File: config.mk
export PLATFORM = sky130hd
export DESIGN_NAME = laser_tower_emulator
export DESIGN_NICKNAME = d
export VERILOG_FILES = /design/src/rtl/laser_pkg.sv /design/src/rtl/laser_beacon_window.sv /design/src/rtl/laser_tower_emulator.sv
export SDC_FILE = /design/constraint.sdc
export NUM_CORES = 1
export LEC_CHECK = 0
export ABC_AREA = 1
export CAP_MARGIN = 5
export CORE_ASPECT_RATIO = 0.75
export CORE_MARGIN = 5
export CORE_UTILIZATION = 35
export DETAILED_ROUTE_END_ITERATION = 8
export PLACE_DENSITY = 0.56
export SETUP_SLACK_MARGIN = 0.15
export SYNTH_ARGS = -nofsm -noshare
export SYNTH_HDL_FRONTEND = slang
export SYNTH_HIERARCHICAL = 1
export SYNTH_SLANG_ARGS = --single-unit
File: constraint.sdc
create_clock -name clk -period 8.13 [get_ports clk]
set_clock_uncertainty 0.05 [all_clocks]
set_input_delay 0.813 -clock clk [delete_from_list [all_inputs] [get_ports clk]]
set_output_delay 0.813 -clock clk [all_outputs]
set_load 0.02 [all_outputs]
File: src/rtl/laser_pkg.sv
// Shared types and constants for the laser beacon tower emulator.
// Phase-to-AB encoding, FSM states and default geometry.
package laser_pkg;

  localparam int unsigned DEF_TICKS_PER_REV = 360;
  localparam int unsigned DEF_NUM_BEACONS   = 3;
  localparam int unsigned POS_W             = 16;
  localparam int unsigned DIV_W             = 16;

  // Quarter-step phase p -> {A,B}
  localparam logic [1:0] AB_P0 = 2'b00;
  localparam logic [1:0] AB_P1 = 2'b10;
  localparam logic [1:0] AB_P2 = 2'b11;
  localparam logic [1:0] AB_P3 = 2'b01;

  typedef enum logic [1:0] {
    IDLE  = 2'd0,
    RUN   = 2'd1,
    PAUSE = 2'd2
  } state_e;

  function automatic logic [1:0] phase_to_ab(input logic [1:0] p);
    logic [1:0] ab;
    case (p)
      2'd0:    ab = AB_P0;
      2'd1:    ab = AB_P1;
      2'd2:    ab = AB_P2;
      default: ab = AB_P3;
    endcase
    return ab;
  endfunction

endpackage

File: src/rtl/laser_beacon_window.sv
// Wrap-aware angular window compare for one beacon.
// Bounds at or beyond the revolution length never match.
module laser_beacon_window
  import laser_pkg::*;
#(
  parameter int unsigned TICKS_PER_REV = DEF_TICKS_PER_REV
) (
  input  logic [POS_W-1:0] pos_i,
  input  logic [POS_W-1:0] start_i,
  input  logic [POS_W-1:0] end_i,
  input  logic             en_i,
  output logic             hit_o
);

  localparam logic [POS_W-1:0] LIMIT = POS_W'(TICKS_PER_REV);

  logic bounds_ok;
  logic in_win;

  always_comb begin
    bounds_ok = (start_i < LIMIT) && (end_i < LIMIT);
    if (start_i <= end_i) in_win = (pos_i >= start_i) && (pos_i <= end_i);
    else                  in_win = (pos_i >= start_i) || (pos_i <= end_i);
    hit_o = en_i && bounds_ok && in_win;
  end

endmodule

File: src/rtl/laser_tower_emulator.sv
// Emulates the rotating laser beacon tower: quadrature A/B, revolution sync
// and active-low beacon return, driven from a programmable step rate.
module laser_tower_emulator
  import laser_pkg::*;
#(
  parameter int unsigned TICKS_PER_REV = DEF_TICKS_PER_REV,
  parameter int unsigned NUM_BEACONS   = DEF_NUM_BEACONS
) (
  input  logic                         clk,
  input  logic                         reset,
  input  logic                         enable,
  input  logic                         direction,
  input  logic [15:0]                  clk_div,
  input  logic [NUM_BEACONS-1:0]       beacon_en,
  input  logic [NUM_BEACONS*16-1:0]    beacon_start,
  input  logic [NUM_BEACONS*16-1:0]    beacon_end,
  output logic                         laser_cod_a,
  output logic                         laser_cod_b,
  output logic                         laser_sync,
  output logic                         laser_signal,
  output logic [15:0]                  position,
  output logic [15:0]                  rev_count
);

  localparam logic [POS_W-1:0] LAST_POS = POS_W'(TICKS_PER_REV - 1);

  state_e state_q, state_d;
  logic   run_c, load_c;

  // Shadow configuration, only refreshed on start and at revolution wrap
  logic                       dir_q;
  logic [DIV_W-1:0]           div_q;
  logic [NUM_BEACONS-1:0]     ben_q;
  logic [NUM_BEACONS*16-1:0]  bstart_q;
  logic [NUM_BEACONS*16-1:0]  bend_q;

  logic [DIV_W-1:0] cnt_q, cnt_d;
  logic [1:0]       phase_q, phase_d;
  logic [1:0]       ab_q, ab_d;
  logic [POS_W-1:0] pos_q, pos_d;
  logic [15:0]      rev_q, rev_d;
  logic             sync_q, sync_d;
  logic [1:0]       left_q, left_d;
  logic             sig_q, sig_d;

  logic [DIV_W-1:0]       div_max_c;
  logic                   step_c, wrap_c, load_cfg_c, sync_start_c;
  logic [NUM_BEACONS-1:0] hit_c;

  // FSM state register
  always_ff @(posedge clk or posedge reset) begin
    if (reset) state_q <= IDLE;
    else       state_q <= state_d;
  end

  // FSM next state
  always_comb begin
    state_d = state_q;
    case (state_q)
      IDLE:    if (enable)  state_d = RUN;
      RUN:     if (!enable) state_d = PAUSE;
      PAUSE:   if (enable)  state_d = RUN;
      default: state_d = IDLE;
    endcase
  end

  // FSM outputs
  always_comb begin
    run_c  = 1'b0;
    load_c = 1'b0;
    case (state_q)
      IDLE:    load_c = enable;
      RUN:     run_c  = 1'b1;
      default: ;
    endcase
  end

  always_comb begin
    div_max_c = (div_q < DIV_W'(2)) ? DIV_W'(1) : div_q - DIV_W'(1);
    step_c    = run_c && (cnt_q == div_max_c);
  end

  // Divider, phase, position and revolution counters
  always_comb begin
    cnt_d   = cnt_q;
    phase_d = phase_q;
    ab_d    = ab_q;
    pos_d   = pos_q;
    rev_d   = rev_q;
    wrap_c  = 1'b0;
    if (run_c) begin
      if (step_c) begin
        cnt_d   = '0;
        phase_d = dir_q ? phase_q + 2'd1 : phase_q - 2'd1;
        ab_d    = phase_to_ab(phase_d);
        if (dir_q && phase_d == 2'd2) begin
          wrap_c = (pos_q == LAST_POS);
          pos_d  = wrap_c ? '0 : pos_q + POS_W'(1);
        end else if (!dir_q && phase_d == 2'd3) begin
          wrap_c = (pos_q == '0);
          pos_d  = wrap_c ? LAST_POS : pos_q - POS_W'(1);
        end
        if (wrap_c) rev_d = rev_q + 16'd1;
      end else begin
        cnt_d = cnt_q + DIV_W'(1);
      end
    end
  end

  assign load_cfg_c = load_c || wrap_c;

  for (genvar k = 0; k < NUM_BEACONS; k++) begin : g_win
    laser_beacon_window #(
      .TICKS_PER_REV(TICKS_PER_REV)
    ) u_win (
      .pos_i  (pos_d),
      .start_i(bstart_q[k*16 +: 16]),
      .end_i  (bend_q[k*16 +: 16]),
      .en_i   (ben_q[k]),
      .hit_o  (hit_c[k])
    );
  end

  // Sync opens two quarter-steps ahead of the wrapping B rise and lasts four
  always_comb begin
    sync_d       = sync_q;
    left_d       = left_q;
    sig_d        = sig_q;
    sync_start_c = dir_q ? (phase_d == 2'd0 && pos_d == LAST_POS)
                         : (phase_d == 2'd1 && pos_d == '0);
    if (step_c) begin
      sig_d = ~(|hit_c);
      if (sync_start_c) begin
        sync_d = 1'b1;
        left_d = 2'd3;
      end else if (left_q != 2'd0) begin
        sync_d = 1'b1;
        left_d = left_q - 2'd1;
      end else begin
        sync_d = 1'b0;
      end
    end
  end

  always_ff @(posedge clk or posedge reset) begin
    if (reset) begin
      dir_q    <= 1'b0;
      div_q    <= '0;
      ben_q    <= '0;
      bstart_q <= '0;
      bend_q   <= '0;
      cnt_q    <= '0;
      phase_q  <= 2'd0;
      ab_q     <= AB_P0;
      pos_q    <= '0;
      rev_q    <= '0;
      sync_q   <= 1'b0;
      left_q   <= 2'd0;
      sig_q    <= 1'b1;
    end else begin
      if (load_cfg_c) begin
        dir_q    <= direction;
        div_q    <= clk_div;
        ben_q    <= beacon_en;
        bstart_q <= beacon_start;
        bend_q   <= beacon_end;
      end
      cnt_q   <= cnt_d;
      phase_q <= phase_d;
      ab_q    <= ab_d;
      pos_q   <= pos_d;
      rev_q   <= rev_d;
      sync_q  <= sync_d;
      left_q  <= left_d;
      sig_q   <= sig_d;
    end
  end

  assign laser_cod_a  = ab_q[1];
  assign laser_cod_b  = ab_q[0];
  assign laser_sync   = sync_q;
  assign laser_signal = sig_q;
  assign position     = pos_q;
  assign rev_count    = rev_q;

endmodule

# After elaboration in Yosys (flattened, before gate mapping)
# Index checks and enable logic that the tools add are counted.
# op_classes
addsub	8
multipliers	0
div	0
order_cmp	16
n_eq_ne	11
shifts	0
muxes	31
n_bitwise	1
reduce_logical	35
# ops
operator	count
16-bit two-way mux	8
16-bit less-or-equal comparator	6
16-bit by 9-bit less-than comparator with 1-bit output, second input constant	6
16-bit by 1-bit adder with 16-bit output, second input constant	3
16-bit greater-or-equal comparator	3
16-bit by 9-bit == test with 1-bit output, second input constant	2
16-bit logical NOT	2
16-bit by 1-bit subtractor with 16-bit output, second input constant	2
1-bit logical AND	17
16-bit == test	1
16-bit by 2-bit less-than comparator with 1-bit output, second input constant	1
1-bit two-way mux	14
2-bit two-way mux	7
2-bit by 1-bit == test with 1-bit output, second input constant	3
2-bit == test, second input constant	3
2-bit logical NOT	3
2-bit case mux with 3 select lines	1
2-bit AND reduction	3
1-bit logical OR	4
2-bit case mux with 2 select lines	1
2-bit nonzero test	2
2-bit by 1-bit subtractor with 2-bit output, second input constant	2
3-bit AND reduction	1
3-bit OR reduction	1
other kinds (6)	6
# word_totals
reg_bits	174
latch_bits	0
mem_bits_rw	0
mem_bits_ro	0
in_bits	119
out_inout_bits	36
wordCells	116
mem_count	0

# Longest topological paths before layout
# Gate-level depths: netlist of run 1.
# depth
ltp_word	14
ltp_mapped	30
depth_no_buf	30

# Hierarchy
# Netlist of run 1, hierarchy kept.
# modules_own_cells
module	n_inst	cells_each	area_each_um2	seq_area_each_um2
laser_tower_emulator	1	996	9137.5	4355.4
laser_beacon_window	3	218	1358.8	0.0

# Worst setup path after synthesis of run 1
# Ideal clock, no wire load.
# synth_path
path_kind	reg2reg
start	register div_q[0]
end	register sig_q, in the netlist laser_signal
setup_time_ns	0.105
t_arrival_ns	3.428
t_required_ns	7.975
setup_slack_ns	4.546
path_stages_with_launch	28
path_buffers	0
period_less_slack_ns	3.584
path_cell_list	dfrtp_1 inv_1 ha_1 nand2_1 nand3b_1 nand2_1 nand2_1 nand2_1 nand2_1 nor2_2 nand4_4 nor2_8 nand2_4 inv_2 nand2_1 o21ai_0 inv_1 ha_1 nand2_1 nor2_2 and2_1 nand2_1 inv_1 o21ai_1 nand2_1 a21oi_1 nor2_1 o41ai_1
# synth_between
elab_chain_len	12
elab_cells_between_ends	27
classes_between	add/sub: 1; order compare: 7; eq/ne: 1; mux: 6; bitwise: 1; reduce/logical: 11
# synth_rtl
element	line_no	source
from (decl)	laser_tower_emulator.sv:32	logic [DIV_W-1:0] div_q;
from (signal assigned)	laser_tower_emulator.sv:163	div_q <= clk_div;
16-bit by 1-bit subtractor with 16-bit output / 16-bit by 2-bit less-than comparator with 1-bit output (equally long branches)	laser_tower_emulator.sv:79	div_max_c = (div_q < DIV_W'(2)) ? DIV_W'(1) : div_q - DIV_W'(1);
16-bit two-way mux *	laser_tower_emulator.sv:79	
16-bit == test *	laser_tower_emulator.sv:80	step_c = run_c && (cnt_q == div_max_c);
1-bit logical AND *	laser_tower_emulator.sv:80	
16-bit two-way mux *	laser_tower_emulator.sv:92	if (step_c) begin
16-bit two-way mux *	laser_tower_emulator.sv:91	if (run_c) begin
via pos_d[15]	laser_tower_emulator.sv:40	logic [POS_W-1:0] pos_q, pos_d;
16-bit greater-or-equal comparator / 16-bit less-or-equal comparator (equally long branches)	laser_beacon_window.sv:22, laser_beacon_window.sv:23	
1-bit logical OR / 1-bit logical AND (equally long branches)	laser_beacon_window.sv:23, laser_beacon_window.sv:22	
1-bit two-way mux *	laser_beacon_window.sv:22	if (start_i <= end_i) in_win = (pos_i >= start_i) && (pos_i <= end_i);
1-bit logical AND *	laser_beacon_window.sv:24	hit_o = en_i && bounds_ok && in_win;
via hit_c[1]	laser_tower_emulator.sv:48	logic [NUM_BEACONS-1:0] hit_c;
3-bit OR reduction *	laser_tower_emulator.sv:132	sig_d = ~(|hit_c);
1-bit inverter *	laser_tower_emulator.sv:132	
to (signal assigned)	laser_tower_emulator.sv:175	sig_q <= sig_d;
to (decl)	laser_tower_emulator.sv:44	logic sig_q, sig_d;
# The timed path passes the listed nets; every way through them passes the cells marked *.
# A chain may end at the register's enable or synchronous reset.

# Final worst setup path of run 1
# Same ends and word-level chain as after synthesis.

==> run metrics, run 1 <==
status=completed; Routed Antenna Nets=0; initial antenna violation count=1; CTS Buf Count=17; die width=between 200 and 250 µm; CP endpoint kind=flip-flop; Post-Syn Area=13200 µm²; PwrDens=193 nW/µm²; Final Hold Fails=0; post-layout minimum cycle time=5.12 ns; Top delay family on crit path=simple AND/OR/NAND/NOR gates; Gate Count Post-Synth=1650; Fin Setup TNS=0 ns; RD Place Congestion=about 0.92; hold_buf cts=0; DR vias/cell=4.92; syn avg cell area=8.01 µm²; Placement Rows=61; Non-Filler Instances=approximately 2300; top_reg_cell synth=dfrtp_1; Max Buffers Root-to-Sink=2; Synthesis Warnings=6; top post-synthesis cells by area=dfrtp_1, ha_1, nand2_1, mux2_2, inv_1; Filler cells=3737; multi-input logic area=7730 µm²; final net count=roughly 2100; Yosys top cell area share=32.8%; via count=roughly 11000; commonest cells after routing, fill and taps aside=nand2_1, inv_1, dfrtp_1; CP startpoint kind=flip-flop; # setup viols final=0; Hold Path Class=flip-flop to flip-flop; I/O Pins=155; most common cell after layout, fill and taps aside=nand2_1; sequential area share after synthesis=33.0%; WP buf/inv=3; placed cell area=15200 µm²; post-cts sizing count=0; CP cell instances=inv_1 > ha_1 > nand2_1 > o21ai_1 > nand2_1 > nand2_1 > and2_1 > nand4_4 > nor2_8 > nand2_4 > inv_2 > nand2_1 > o21ai_1 > ha_1 > nand2_1 > nor2_1 > and2_1 > nand2_1 > inv_1 > o21ai_1 > nand2_1 > a21oi_1 > nor2_1 > o41ai_1; Clk Latency, worst-skew pair=0.46 ns; TritonRoute pass-1 iters=7; crit path max-delay cell type=o21ai_1; first-pass GRT wire length=60.2 mm; number of DRC markers in iteration 0=between 700 and 800; EDFF count, synth=0; H-tree Lvls=4; number of synthesized register bits=roughly 170; setup bufs post-CTS=0; hpwl dp=29.9 mm; type of the worst setup path=flip-flop to flip-flop; cell type with the largest total area after synthesis=dfrtp_1; I/O Buffers=~150; vias in the first global route=10900; Final Max Tran Viols=0; Initial Util=35.6%; share of cells above drive strength 1=12.8%; CTS tree=built; total global routing track utilization=18.3%; CP peak stage delay=0.66 ns; crit-path most repeated cell=nand2_1; register area=4360 µm²; Critical Path RT=8.44 ns; pin count of the biggest net entering global routing=78; clock sink count=between 150 and 200; RSZ-0062 raised after global routing=no; antenna fix cells=0; MaxCap Viol Count=0; Mapped Nets=1921; Worst Tran Pin Value=1.22 ns; Leak=slightly below 8 nW; Detailed Route WL=38.0 mm; CP Max Fanout=24; CP arrival=5.43 ns; Fmax=0.195 GHz; Worst slew margin=18.0%; WL/cell=16.4 µm; Root Buffer=clkbuf_16; DRC viols=0; Remaining Overflow, GRT=0; total die area=41800 µm²; Core Area=about 37000 µm²; final instance area=15800 µm²; die height=178 µm; Max VDD drop=0.128 mV; Unique masters post-synth=50; CTS clock-pin slew for the worst setup and hold paths=0.08 ns; post-route clock period utilization=63.0%; Placed Cells=about 2300; Layout area overhead=19.5%; async set or reset register ratio after synthesis=100%
[cells in the mapped netlist (12+ instances only)]
cell / number
nand3_2: 13
inv_1: 197
o21ai_0: 42
inv_2: 41
dfrtp_1: 173
mux2_2: 90
mux2_1: 14
nand2_2: 14
buf_6: 13
nor2_2: 12
xor2_1: 26
nand2_1: 365
nand4_1: 28
nand3_1: 98
nor3_1: 15
ha_1: 152
a21oi_1: 76
nor2_1: 162
o21ai_1: 16
[per-layer routing]
layer | GRT usage, % | wire length, µm | part of all wire [%]
met2 | 27.3 | 16300 | 43
met3 | 3.91 | 2080 | 5.5
met1 | 27.7 | 19300 | 51
met5 | 0 | 0 | 0
met4 | 3.01 | 334 | 0.88
[path summary, 6_finish.rpt]
check / startpoint / slack, ns / cells past startpoint / to
min in group asynchronous: reset / 0.79 / 2 / bend_q[1]$_DFFE_PP0P_
setup reg to reg: div_q[0]$_DFFE_PP0P_ / 3.01 / 24 / laser_signal$_DFFE_PP1N_
setup / recovery: div_q[0]$_DFFE_PP0P_ / 3.01 / 24 / laser_signal$_DFFE_PP1N_
hold / removal: rev_count[15]$_DFFE_PP0P_ / 0.42 / 1 / rev_count[15]$_DFFE_PP0P_
max in group asynchronous: reset / 5.31 / 4 / rev_count[10]$_DFFE_PP0P_
hold reg to reg: rev_count[15]$_DFFE_PP0P_ / 0.42 / 1 / rev_count[15]$_DFFE_PP0P_
[metrics by stage]
stage / total power, mW / utilization, % / hold slack [ns] / setup WS [ns]
2_1_floorplan: 1.91 / - / 0.392 / 2.55
3_3_place_gp: 2.19 / 40.9 / 0.408 / 3.17
3_5_place_dp: 2.22 / 40.9 / 0.416 / 3.07
4_1_cts: 3.07 / 42.5 / 0.430 / 3.07
5_1_grt: 3.29 / 42.5 / 0.445 / 2.67
6_report: 3.04 / 42.5 / 0.425 / 3.01
[flip-flops by register name (all words and copies together) (netlist names)]
register,count
div_q,16
ben_q,3
ab_q,2
dir_q,1
phase_q,2
position,16
left_q,2
bend_q,48
laser_signal,1
cnt_q,16
bstart_q,48
state_q,2
laser_sync,1
rev_count,16
[worst reg2reg max path, delay by kind of cell (launching register included)]
family          cells  cell delay [ns]
compound gates      5             1.46
fa+ha+maj           2             0.68
buf+inv             3             0.63
flops               1             0.40
simple gates       14             1.81
[layout make-up]
class	count	share of cell area, %
inverters	246	5.88
multi-input cells	1204	49.0
repair buffers	157	9.90
well taps	504	3.99
clock buffers	18	2.72
clock inverters	14	0.935
flip-flops and latches	174	27.6
[logic make-up (layout without fill, tap and decap cells)]
| family | count (synthesis) | count (layout) | share of synthesized area (%) |
|---|---|---|---|
| simple gates | 751 | 751 | 26.2 |
| buf+inv | 272 | 435 | 8.56 |
| mux | 104 | 104 | 8.86 |
| flops | 174 | 174 | 33.0 |
| compound gates | 164 | 164 | 6.82 |
| xor+xnor | 33 | 33 | 2.19 |
| fa+ha+maj | 152 | 152 | 14.4 |
[report_power, final]
group / total, mW / switching [mW] / internal (mW) / leakage [nW]
combinational: 1.07 / 0.622 / 0.443 / 5.44
sequential: 1.14 / 0.138 / 1.01 / 2.15
clock: 0.832 / 0.398 / 0.435 / 0.282
No activity file was read; power rests on OpenSTA's default activity.
==> run 2: changes to the inputs <==
==> constraint.sdc (replaced) <==
create_clock -name clk -period 5.33 [get_ports clk]
set_clock_uncertainty 0.05 [all_clocks]
set_input_delay 0.533 -clock clk [delete_from_list [all_inputs] [get_ports clk]]
set_output_delay 0.533 -clock clk [all_outputs]
set_load 0.02 [all_outputs]
==> run metrics, run 2 (synthesis gave the netlist of run 1 again) <==
hpwl dp=about 30 mm; MaxCap Viol Count=0; Hold Path Class=flip-flop to flip-flop; Final Max Tran Viols=0; Detailed Route WL=37.7 mm; first-pass GRT wire length=60.8 mm; post-cts sizing count=0; I/O Pins=155; dpl ws=0.349 ns; via count=11400; Worst slew margin=47.8%; Core Area=37200 µm²; type of the worst setup path=flip-flop to flip-flop; total die area=41800 µm²; Final WS setup=0.632 ns; commonest cells after routing, fill and taps aside=nand2_1, inv_1, dfrtp_1; Initial Util=about 36%; Final Hold Fails=0; CP Max Fanout=24; Critical Path RT=5.63 ns; initial antenna violation count=0; vias in the first global route=11100; share of cells above drive strength 1=between 10% and 20%; final net count=2074; WL/cell=16.2 µm; Filler cells=between 3000 and 4000; Fmax=between 0.2 and 0.25 GHz; die height=178 µm; most common cell after layout, fill and taps aside=nand2_1; Placement Rows=61; post-layout minimum cycle time=4.70 ns; total global routing track utilization=18.5%; I/O Buffers=154; PwrDens=300 nW/µm²; Leak=7.92 nW; status=completed; die width=234 µm; Root Buffer=clkbuf_16; CP startpoint kind=flip-flop; RD Place Congestion=0.964; # setup viols final=0; pin count of the biggest net entering global routing=97; Max Buffers Root-to-Sink=2; Clk Latency, worst-skew pair=0.45 ns; hold path depth=1; CTS tree=built; CP endpoint kind=flip-flop; CP arrival=5.00 ns; number of DRC markers in iteration 0=909; H-tree Lvls=4; hold_buf cts=0; TritonRoute pass-1 iters=5; DRC viols=0; Remaining Overflow, GRT=0; clock sink count=174; Fin Setup TNS=0 ns; setup bufs post-CTS=0; CTS clock-pin slew for the worst setup and hold paths=0.07 ns; reg2reg path depth=23; Largest regs=bend_q (48), bstart_q (48); post-route clock period utilization=88.1%; DR vias/cell=4.91; Routed Antenna Nets=0; Worst Tran Pin Value=0.783 ns; RSZ-0062 raised after global routing=no; Max VDD drop=0.185 mV; CTS Buf Count=17; Layout area overhead=20.4%
-- run 2: cell count changes in the layout (fill, tap and decap cells not counted), moves of 2 or more --
cell        change
clkinvlp_4      +3
buf_12          +2
bufinv_16       +4
inv_6           -7
inv_8           -2
-- run 2: path summary, 6_finish.rpt --
| kind | startpoint | endpoint | slack (ns) |
|---|---|---|---|
| worst max-delay path | div_q[0]$_DFFE_PP0P_ | laser_signal$_DFFE_PP1N_ | 0.63 |
| worst min-delay path | rev_count[15]$_DFFE_PP0P_ | rev_count[15]$_DFFE_PP0P_ | 0.42 |
| worst max register to register | div_q[0]$_DFFE_PP0P_ | laser_signal$_DFFE_PP1N_ | 0.63 |
| worst min register to register | rev_count[15]$_DFFE_PP0P_ | rev_count[15]$_DFFE_PP0P_ | 0.42 |
| max in group asynchronous | reset | bend_q[19]$_DFFE_PP0P_ | 3.61 |
| min in group asynchronous | reset | bend_q[6]$_DFFE_PP0P_ | 0.51 |
-- run 2: routing by layer --
| layer | vias up | share of wire (%) | track usage [%] | routed length, µm |
|---|---|---|---|---|
| met3 | 28 | 6.7 | 4.25 | 2510 |
| met1 | 5319 | 50 | 27.6 | 18700 |
| met2 | 314 | 42 | 27.3 | 16000 |
| li1 | 5724 | - | - | - |
| met4 | 0 | 1.3 | 3.79 | 478 |
| met5 | - | 0 | 0 | 0 |
-- run 2: final cells by class --
class                      instances  area (µm²)  area share (%)
sequential                       174        4360            27.4
antenna                            1        2.50          0.0157
multi-input combinational       1204        7740            48.6
clock inverter                    13         213            1.34
clock buffer                      19         433            2.72
inverter                         246         930            5.84
tap                              504         631            3.96
timing repair buffer             160        1610            10.1
-- run 2: metrics by stage --
step | power, mW | utilization, % | cell area (µm²) | hold slack [ns] | std cells
floorplan | 2.91 | - | 13200 | 0.392 | 1650
global placement | 3.35 | 41.1 | 15300 | 0.410 | 2288
detailed placement | 3.39 | 41.1 | 15300 | 0.412 | 2288
CTS | 4.82 | 42.8 | 15900 | 0.424 | 2320
global route | 5.16 | 42.8 | 15900 | 0.433 | 2320
finish | 4.77 | 42.8 | 15900 | 0.417 | 2321
-- run 2: worst max-delay path, stage by stage (launching register included) --
cell     delay (ns)
dfrtp_1        0.41
inv_1          0.17
ha_1           0.27
nand2_1        0.11
o21ai_1        0.26
nand2_1        0.11
nand2_1        0.10
and2_1         0.21
nand4_4        0.15
nor2_8         0.23
nand2_4        0.23
inv_4          0.28
nand2_1        0.08
o21ai_0        0.13
inv_1          0.25
ha_1           0.36
nand2_1        0.09
nor3_2         0.30
nand2_1        0.09
nand2_1        0.09
nand2_1        0.05
a21oi_1        0.12
nor2_1         0.10
o41ai_1        0.34
-- run 2: report_power, final --
group,internal [mW],switching (mW),leakage (nW),total [mW]
sequential,1.54,0.208,2.15,1.74
combinational,0.680,0.952,5.46,1.63
clock,0.835,0.564,0.304,1.40
